===== src/rtl/serial_rx_pkg.sv =====
// Shared constants for the serial receive buffer: register map, status and
// control bit positions, and the receiver state encoding.
package serial_rx_pkg;

    localparam logic ADDR_DATA   = 1'b0;
    localparam logic ADDR_STATUS = 1'b1;

    localparam int ST_NOT_EMPTY = 0;
    localparam int ST_OVERRUN   = 1;
    localparam int ST_FRAME_ERR = 2;

    localparam int CTL_FLUSH   = 0;
    localparam int CTL_CLR_ERR = 1;

    typedef enum logic [1:0] {
        S_IDLE  = 2'd0,
        S_START = 2'd1,
        S_DATA  = 2'd2,
        S_STOP  = 2'd3
    } rx_state_t;

endpackage


===== src/rtl/serial_rx_deserializer.sv =====
// 8N1 deserialiser: rxd synchroniser, framing FSM and LSB-first shift register.
// Emits a one-cycle byte_valid with the byte, or frame_err_pulse on a bad stop bit.
//
// state   | meaning
// S_IDLE  | line idle, waiting for a falling edge
// S_START | checking the start bit at mid-bit
// S_DATA  | shifting in 8 data bits, LSB first
// S_STOP  | checking the stop bit; on a break, waiting for the line to return high
module serial_rx_deserializer
    import serial_rx_pkg::*;
#(
    parameter int CLKS_PER_BIT = 434
) (
    input  logic       clk,
    input  logic       reset,
    input  logic       rxd,
    output logic [7:0] rx_byte,
    output logic       byte_valid,
    output logic       frame_err_pulse
);

    localparam int CW = $clog2(CLKS_PER_BIT);
    localparam logic [CW-1:0] CNT_HALF = CW'(CLKS_PER_BIT / 2 - 1);
    localparam logic [CW-1:0] CNT_LAST = CW'(CLKS_PER_BIT - 1);

    logic            sync_meta, sync_rxd, rxd_prev;
    rx_state_t       state, state_next;
    logic [CW-1:0]   cnt, cnt_next;
    logic [2:0]      bit_idx, idx_next;
    logic [7:0]      shift, shift_next;
    logic            brk, brk_next;

    always_ff @(posedge clk) begin
        if (reset) begin
            sync_meta <= 1'b1;
            sync_rxd  <= 1'b1;
            rxd_prev  <= 1'b1;
            state     <= S_IDLE;
            cnt       <= '0;
            bit_idx   <= '0;
            shift     <= '0;
            brk       <= 1'b0;
        end else begin
            sync_meta <= rxd;
            sync_rxd  <= sync_meta;
            rxd_prev  <= sync_rxd;
            state     <= state_next;
            cnt       <= cnt_next;
            bit_idx   <= idx_next;
            shift     <= shift_next;
            brk       <= brk_next;
        end
    end

    always_comb begin
        state_next      = state;
        cnt_next        = cnt + CW'(1);
        idx_next        = bit_idx;
        shift_next      = shift;
        brk_next        = brk;
        byte_valid      = 1'b0;
        frame_err_pulse = 1'b0;
        case (state)
            S_IDLE: begin
                cnt_next = '0;
                brk_next = 1'b0;
                if (rxd_prev && !sync_rxd) state_next = S_START;
            end
            S_START: begin
                if (cnt == CNT_HALF) begin
                    cnt_next   = '0;
                    idx_next   = '0;
                    state_next = sync_rxd ? S_IDLE : S_DATA;
                end
            end
            S_DATA: begin
                if (cnt == CNT_LAST) begin
                    cnt_next   = '0;
                    shift_next = {sync_rxd, shift[7:1]};
                    if (bit_idx == 3'd7) state_next = S_STOP;
                    else                 idx_next   = bit_idx + 3'd1;
                end
            end
            S_STOP: begin
                if (brk) begin
                    // Break: hold here so a long low line cannot look like a new start bit.
                    cnt_next = '0;
                    if (sync_rxd) begin
                        brk_next   = 1'b0;
                        state_next = S_IDLE;
                    end
                end else if (cnt == CNT_LAST) begin
                    cnt_next = '0;
                    if (sync_rxd) begin
                        byte_valid = 1'b1;
                        state_next = S_IDLE;
                    end else begin
                        frame_err_pulse = 1'b1;
                        brk_next        = 1'b1;
                    end
                end
            end
            default: state_next = S_IDLE;
        endcase
    end

    assign rx_byte = shift;

endmodule


===== src/rtl/serial_rx_buffer.sv =====
// UART receiver with a byte FIFO behind a PicoBlaze-style data/status port pair.
// ready stays high while the FIFO holds data.
module serial_rx_buffer
    import serial_rx_pkg::*;
#(
    parameter int CLKS_PER_BIT = 434,
    parameter int FIFO_LOG2    = 4
) (
    input  logic       clk,
    input  logic       reset,
    input  logic       rxd,
    input  logic       en,
    input  logic       wr,
    input  logic       addr,
    input  logic [7:0] data_in,
    output logic [7:0] data_out,
    output logic       ready
);

    localparam int DEPTH = 1 << FIFO_LOG2;

    logic [7:0] rx_byte;
    logic       byte_valid, frame_err_pulse;

    serial_rx_deserializer #(.CLKS_PER_BIT(CLKS_PER_BIT)) u_deser (
        .clk             (clk),
        .reset           (reset),
        .rxd             (rxd),
        .rx_byte         (rx_byte),
        .byte_valid      (byte_valid),
        .frame_err_pulse (frame_err_pulse)
    );

    logic [7:0]           mem [DEPTH];
    logic [FIFO_LOG2-1:0] wr_ptr, rd_ptr;
    logic [FIFO_LOG2:0]   count, count_next;
    logic                 empty, full, pop, ctl_wr, flush, clr_err, do_push, set_ovr;
    logic                 overrun, frame_err;
    logic                 unused_ctl;

    assign unused_ctl = ^data_in[7:2];

    assign empty   = (count == '0);
    assign full    = (count == (FIFO_LOG2 + 1)'(DEPTH));
    assign pop     = en & ~wr & (addr == ADDR_DATA) & ~empty;
    assign ctl_wr  = en & wr & (addr == ADDR_STATUS);
    assign flush   = ctl_wr & data_in[CTL_FLUSH];
    assign clr_err = ctl_wr & data_in[CTL_CLR_ERR];
    // A pop in the same cycle frees the slot, so a full FIFO still accepts the byte.
    assign do_push = byte_valid & (~full | pop) & ~flush;
    assign set_ovr = byte_valid & full & ~pop & ~flush;

    always_comb begin
        count_next = count;
        if (flush) begin
            count_next = '0;
        end else begin
            case ({do_push, pop})
                2'b10:   count_next = count + 1'b1;
                2'b01:   count_next = count - 1'b1;
                default: count_next = count;
            endcase
        end
    end

    always_ff @(posedge clk) begin
        if (do_push) mem[wr_ptr] <= rx_byte;
    end

    always_ff @(posedge clk) begin
        if (reset) begin
            wr_ptr    <= '0;
            rd_ptr    <= '0;
            count     <= '0;
            overrun   <= 1'b0;
            frame_err <= 1'b0;
            ready     <= 1'b0;
        end else begin
            if (flush) begin
                wr_ptr <= '0;
                rd_ptr <= '0;
            end else begin
                if (do_push) wr_ptr <= wr_ptr + 1'b1;
                if (pop)     rd_ptr <= rd_ptr + 1'b1;
            end
            count     <= count_next;
            ready     <= (count_next != '0);
            overrun   <= (overrun & ~clr_err) | set_ovr;
            frame_err <= (frame_err & ~clr_err) | frame_err_pulse;
        end
    end

    always_comb begin
        data_out = 8'h00;
        if (en && !wr) begin
            if (addr == ADDR_DATA) begin
                if (!empty) data_out = mem[rd_ptr];
            end else begin
                data_out[ST_NOT_EMPTY] = ~empty;
                data_out[ST_OVERRUN]   = overrun;
                data_out[ST_FRAME_ERR] = frame_err;
            end
        end
    end

endmodule


===== config.mk =====
export PLATFORM = sky130hd
export DESIGN_NAME = serial_rx_buffer
export DESIGN_NICKNAME = d
export VERILOG_FILES = /design/src/rtl/serial_rx_pkg.sv /design/src/rtl/serial_rx_deserializer.sv /design/src/rtl/serial_rx_buffer.sv
export SDC_FILE = /design/constraint.sdc
export NUM_CORES = 1
export LEC_CHECK = 0
export CORE_MARGIN = 3
export CORE_UTILIZATION = 45
export DETAILED_ROUTE_END_ITERATION = 16
export PLACE_DENSITY = 0.65
export SETUP_SLACK_MARGIN = 0.05
export SLEW_MARGIN = 20
export SYNTH_ARGS = -nofsm -noshare
export SYNTH_HDL_FRONTEND = slang
export SYNTH_SLANG_ARGS = --single-unit

===== constraint.sdc =====
create_clock -name clk -period 4 [get_ports clk]
set_clock_uncertainty 0.2 [all_clocks]
set_input_delay 0.4 -clock clk [delete_from_list [all_inputs] [get_ports clk]]
set_output_delay 0.4 -clock clk [all_outputs]
set_load 0.01 [all_outputs]

==> reports/summary.log <==
INFO  logic_synthesis post-synth-top-count-cell=sky130_fd_sc_hd__edfxtp_1
INFO  worst_hold_path worst_hold_stages=1
INFO  clocking       worst_setup_hold_path_clk_slew=0.07ns
INFO  final_layout   diodes=0
INFO  route          wl_per_cell=17.42um
INFO  die            die_y=132.8um
INFO  power          power_density=429.2nW/um2
INFO  sta            fmax=268.4MHz
INFO  critical_path  timing_worst_setup_path_type=reg -> out
INFO  clocking       clock-sinks=174
INFO  clocking       cts-buffers-inserted=17
INFO  grt            grt_pass1_wl=21550um
INFO  logic_synthesis post-synth-top-area-cell=sky130_fd_sc_hd__edfxtp_1
INFO  die            ios=23
INFO  critical_path  worstReg2RegStart=u_deser.cnt[0]$_SDFF_PP0_
INFO  grt            global_route_total_usage_across_every_layer=15.77%
INFO  sta            finalHoldWorstSlack=0.2097ns
INFO  grt            grt_start_max_net_pins=22
INFO  logic_synthesis synth.cell_area=7232um2
INFO  logic_synthesis ys_dominant_reg_cell=sky130_fd_sc_hd__edfxtp_1
INFO  critical_path  startpoint_type=register
INFO  sta            hold_viol_final=0
INFO  worst_hold_path timing.hold.worst_endpoint=u_deser.sync_rxd$_SDFF_PP1_
INFO  power          sequentialPowerShare=53.9%
INFO  die            die_w=132.8um
INFO  sta            timing.final.crit_period=3.726ns
INFO  worst_hold_path holdCritStartpoint=u_deser.sync_meta$_SDFF_PP1_
INFO  final_layout   drive_above_1_share=16.16%
INFO  die            core_area=15480um2
INFO  placed_design  gpl.final_weighted_congestion=0.7728
INFO  power          switching_power=757.9uW
INFO  die            dieArea=17630um2
INFO  logic_synthesis yosys_warnings=0
INFO  critical_path  critical_path_maximum_fanout=17
INFO  final_layout   layout.nets=544
INFO  route          routed_via_density=5.335
INFO  die            num_rows=45
INFO  clocking       clk_path_buf_depth=2
INFO  sta            rsz0062_at_grt=false
INFO  logic_synthesis syn_nets=513
INFO  sta            layout_worst_path_cycle_share=93.14%
INFO  sta            slew_viol_final=0
INFO  clocking       postCtsSetupRepairBufs=0
INFO  clocking       worst_skew_pair.late_latency=0.42ns
INFO  worst_hold_path hold_class=reg -> reg
INFO  logic_synthesis synthesis.instances=482
INFO  power          vdd.ir_drop.worst=0.2977mV
INFO  critical_path  cp.arrival=3.13ns
INFO  route          drtPass1Iterations=4
INFO  power          clkPwrFrac=44.9%
INFO  route          drt_wl_total=12840um
INFO  placed_design  port_buffers=16
INFO  grt            grt_pass1_vias=4030
INFO  logic_synthesis synth_enable_flop_cells=128
INFO  logic_synthesis async_flop_share=0%
INFO  critical_path  reg2reg_capture_point=ready$_SDFF_PP0_
INFO  final_layout   areaGrowthSynthToFinish=14.58%
INFO  clocking       htreeDepth=4
INFO  critical_path  ff2ff_path_depth=14
INFO  sta            setup_violations=0
INFO  sta            maxSlewHeadroom=50.03%
INFO  grt            grt_overflow=0
INFO  clocking       ctsRootBufferMaster=sky130_fd_sc_hd__clkbuf_16
INFO  logic_synthesis yosysTopAreaCellShare=53.15%
INFO  sta            final.setup.tns=0ns
INFO  grt            number_of_antenna_violations_at_the_first_check_in_global_routing=0
INFO  logic_synthesis flops_latches_synth=174
INFO  route          first_iteration_detailed_routing_drc_count=369
INFO  flow_run       drv.max_cap_violation_count=0
INFO  clocking       cts_tree=built
INFO  route          number_of_nets_still_failing_antenna_checks_after_routing=0
INFO  power          cellLeakagePower=2.710nW
INFO  power          swShare=21.31%
INFO  clocking       cts_repair_resize_count=0
INFO  logic_synthesis synthTopCellsByCount=128 x sky130_fd_sc_hd__edfxtp_1, 47 x sky130_fd_sc_hd__nor2_1, 46 x sky130_fd_sc_hd__dfxtp_1, 24 x sky130_fd_sc_hd__mux4_2
INFO  die            initial_core_util=46.71%
INFO  logic_synthesis synth_seq_area_share=65.88%
INFO  sta            max_slew.worst_pin.slew=0.7485ns
INFO  clocking       cts_hold_fix_bufs=0
INFO  route          via_count=3932
INFO  route          drc_errors=0
INFO  run_status     run_status=complete, no violations
INFO  logic_synthesis post_synth_main_area_contributors=sky130_fd_sc_hd__edfxtp_1 53%, sky130_fd_sc_hd__dfxtp_1 13%, sky130_fd_sc_hd__mux4_2 7.5%, sky130_fd_sc_hd__mux4_1 3.3%, sky130_fd_sc_hd__ha_1 2.9%
INFO  power          combPwrFrac=1.3%
INFO  critical_path  r2r_slack=0.68ns
INFO  placed_design  post-dp-hpwl=8814um
INFO  power          intPower=2.799mW
INFO  critical_path  cp.required=3.40ns
INFO  logic_synthesis syn_area_per_cell=15.00um2
INFO  logic_synthesis yosysUniqueCellTypes=47
INFO  critical_path  setup.worst_path.end_class=output pin
-- cell usage in the layout (no fill, tap or decap), types with 4 or more instances in the layout --
| cell type | instances |
|---|---|
| sky130_fd_sc_hd__inv_1 | 13 |
| sky130_fd_sc_hd__nor3_1 | 5 |
| sky130_fd_sc_hd__a211oi_1 | 14 |
| sky130_fd_sc_hd__edfxtp_1 | 128 |
| sky130_fd_sc_hd__mux2i_1 | 11 |
| sky130_fd_sc_hd__or2_2 | 4 |
| sky130_fd_sc_hd__nand3_1 | 15 |
| sky130_fd_sc_hd__clkdlybuf4s50_1 | 16 |
| sky130_fd_sc_hd__clkbuf_16 | 18 |
| sky130_fd_sc_hd__a21oi_1 | 21 |
| sky130_fd_sc_hd__nand2b_1 | 4 |
| sky130_fd_sc_hd__inv_8 | 5 |
| sky130_fd_sc_hd__buf_4 | 21 |
| sky130_fd_sc_hd__ha_1 | 17 |
| sky130_fd_sc_hd__mux4_1 | 9 |
| sky130_fd_sc_hd__nand2_1 | 21 |
| sky130_fd_sc_hd__xnor2_1 | 7 |
| sky130_fd_sc_hd__inv_6 | 4 |
| sky130_fd_sc_hd__nor2b_1 | 15 |
| sky130_fd_sc_hd__xor2_1 | 10 |
| sky130_fd_sc_hd__dfxtp_1 | 45 |
| sky130_fd_sc_hd__mux4_2 | 24 |
| sky130_fd_sc_hd__nor2_1 | 47 |
| sky130_fd_sc_hd__o21ai_0 | 5 |
| sky130_fd_sc_hd__nand4_1 | 5 |
-- cell families (layout without fill, tap and decap cells) --
kind of cell | after synthesis | after routing | synth area share (%)
xor+xnor | 17 | 17 | 2.059
flops | 174 | 174 | 65.88
fa+ha+maj | 17 | 17 | 2.941
mux | 44 | 44 | 12.27
compound gates | 52 | 52 | 4.568
buf+inv | 40 | 84 | 2.578
simple gates | 138 | 138 | 9.706
-- cell type report --
| cell class | count | area [um2] |
|---|---|---|
| Timing Repair Buffer | 38 | 337.8 |
| Clock buffer | 18 | 450.4 |
| Inverter | 14 | 52.55 |
| Tap cell | 211 | 264.0 |
| Clock inverter | 14 | 135.1 |
| Fill cell | 1227 | 7197 |
| Multi-Input combinational cell | 268 | 2281 |
| Sequential cell | 174 | 4766 |
-- power by group through the flow --
stage          clock (mW)  sequential (mW)  combinational [mW]
3_5_place_dp            0             1.96              0.0434
6_report             1.60             1.92              0.0445
3_3_place_gp            0             1.96              0.0426
2_1_floorplan           0             1.96              0.0295
4_1_cts              1.63             1.92              0.0443
5_1_grt              1.72             1.92              0.0504
-- metal layers --
layer  vias up  track usage, %  share of wire, %
li1       1895               -                 -
met1      1952           21.63                46
met2        76           25.35                50
met3         9           3.004               3.0
met4         0           5.716               1.1
met5         -               0                 0
-- worst max path at each step --
stage | from | endpoint | slack, ns | depth (start not counted)
after global placement | addr | ready$_SDFF_PP0_ | 0.34 | 13
after floorplan | count[1]$_SDFF_PP0_ | ready$_SDFF_PP0_ | 0.69 | 15
after CTS | register | data_out[5] | 0.22 | 6
final | register | data_out[5] | 0.27 | 6
after global routing | register | data_out[5] | 0.12 | 6
after detailed placement | en | ready$_SDFF_PP0_ | 0.25 | 13
-- through the flow --
| step | area, um2 | cells | util, % | total power, mW | setup slack, ns |
|---|---|---|---|---|---|
| after detailed placement | 7701 | 705 | 49.74 | 2.000 | 0.2495 |
| after global routing | 8287 | 737 | 53.52 | 3.690 | 0.1237 |
| after CTS | 8287 | 737 | 53.52 | 3.587 | 0.2169 |
| final | 8287 | 737 | 53.52 | 3.557 | 0.2744 |
| after global placement | 7701 | 705 | 49.74 | 1.999 | 0.3426 |
| after floorplan | 7232 | 482 | - | 1.985 | 0.6924 |
-- sequential cells by signal, summed over array words and instances (netlist names), named ones only --
| name | flops |
|---|---|
| u_deser.rxd_prev | 1 |
| u_deser.state | 1 |
| u_deser.cnt | 9 |
| u_deser.bit_idx | 3 |
| u_deser.brk | 1 |
| u_deser.rx_byte | 8 |
| u_deser.sync_rxd | 1 |
| count | 5 |
| frame_err | 1 |
| wr_ptr | 4 |
| u_deser.sync_meta | 1 |
| mem | 128 |
| ready | 1 |
| overrun | 1 |
| rd_ptr | 4 |
-- worst max-delay path: stages, from the launching register on --
cell and delay [ns]:
sky130_fd_sc_hd__dfxtp_2 0.75, sky130_fd_sc_hd__buf_12 0.27, sky130_fd_sc_hd__mux4_1 0.58, sky130_fd_sc_hd__nor2b_1 0.15
sky130_fd_sc_hd__a211oi_1 0.32, sky130_fd_sc_hd__a211oi_1 0.10, sky130_fd_sc_hd__clkdlybuf4s50_1 0.53
Power figures use the tool's default switching activity.
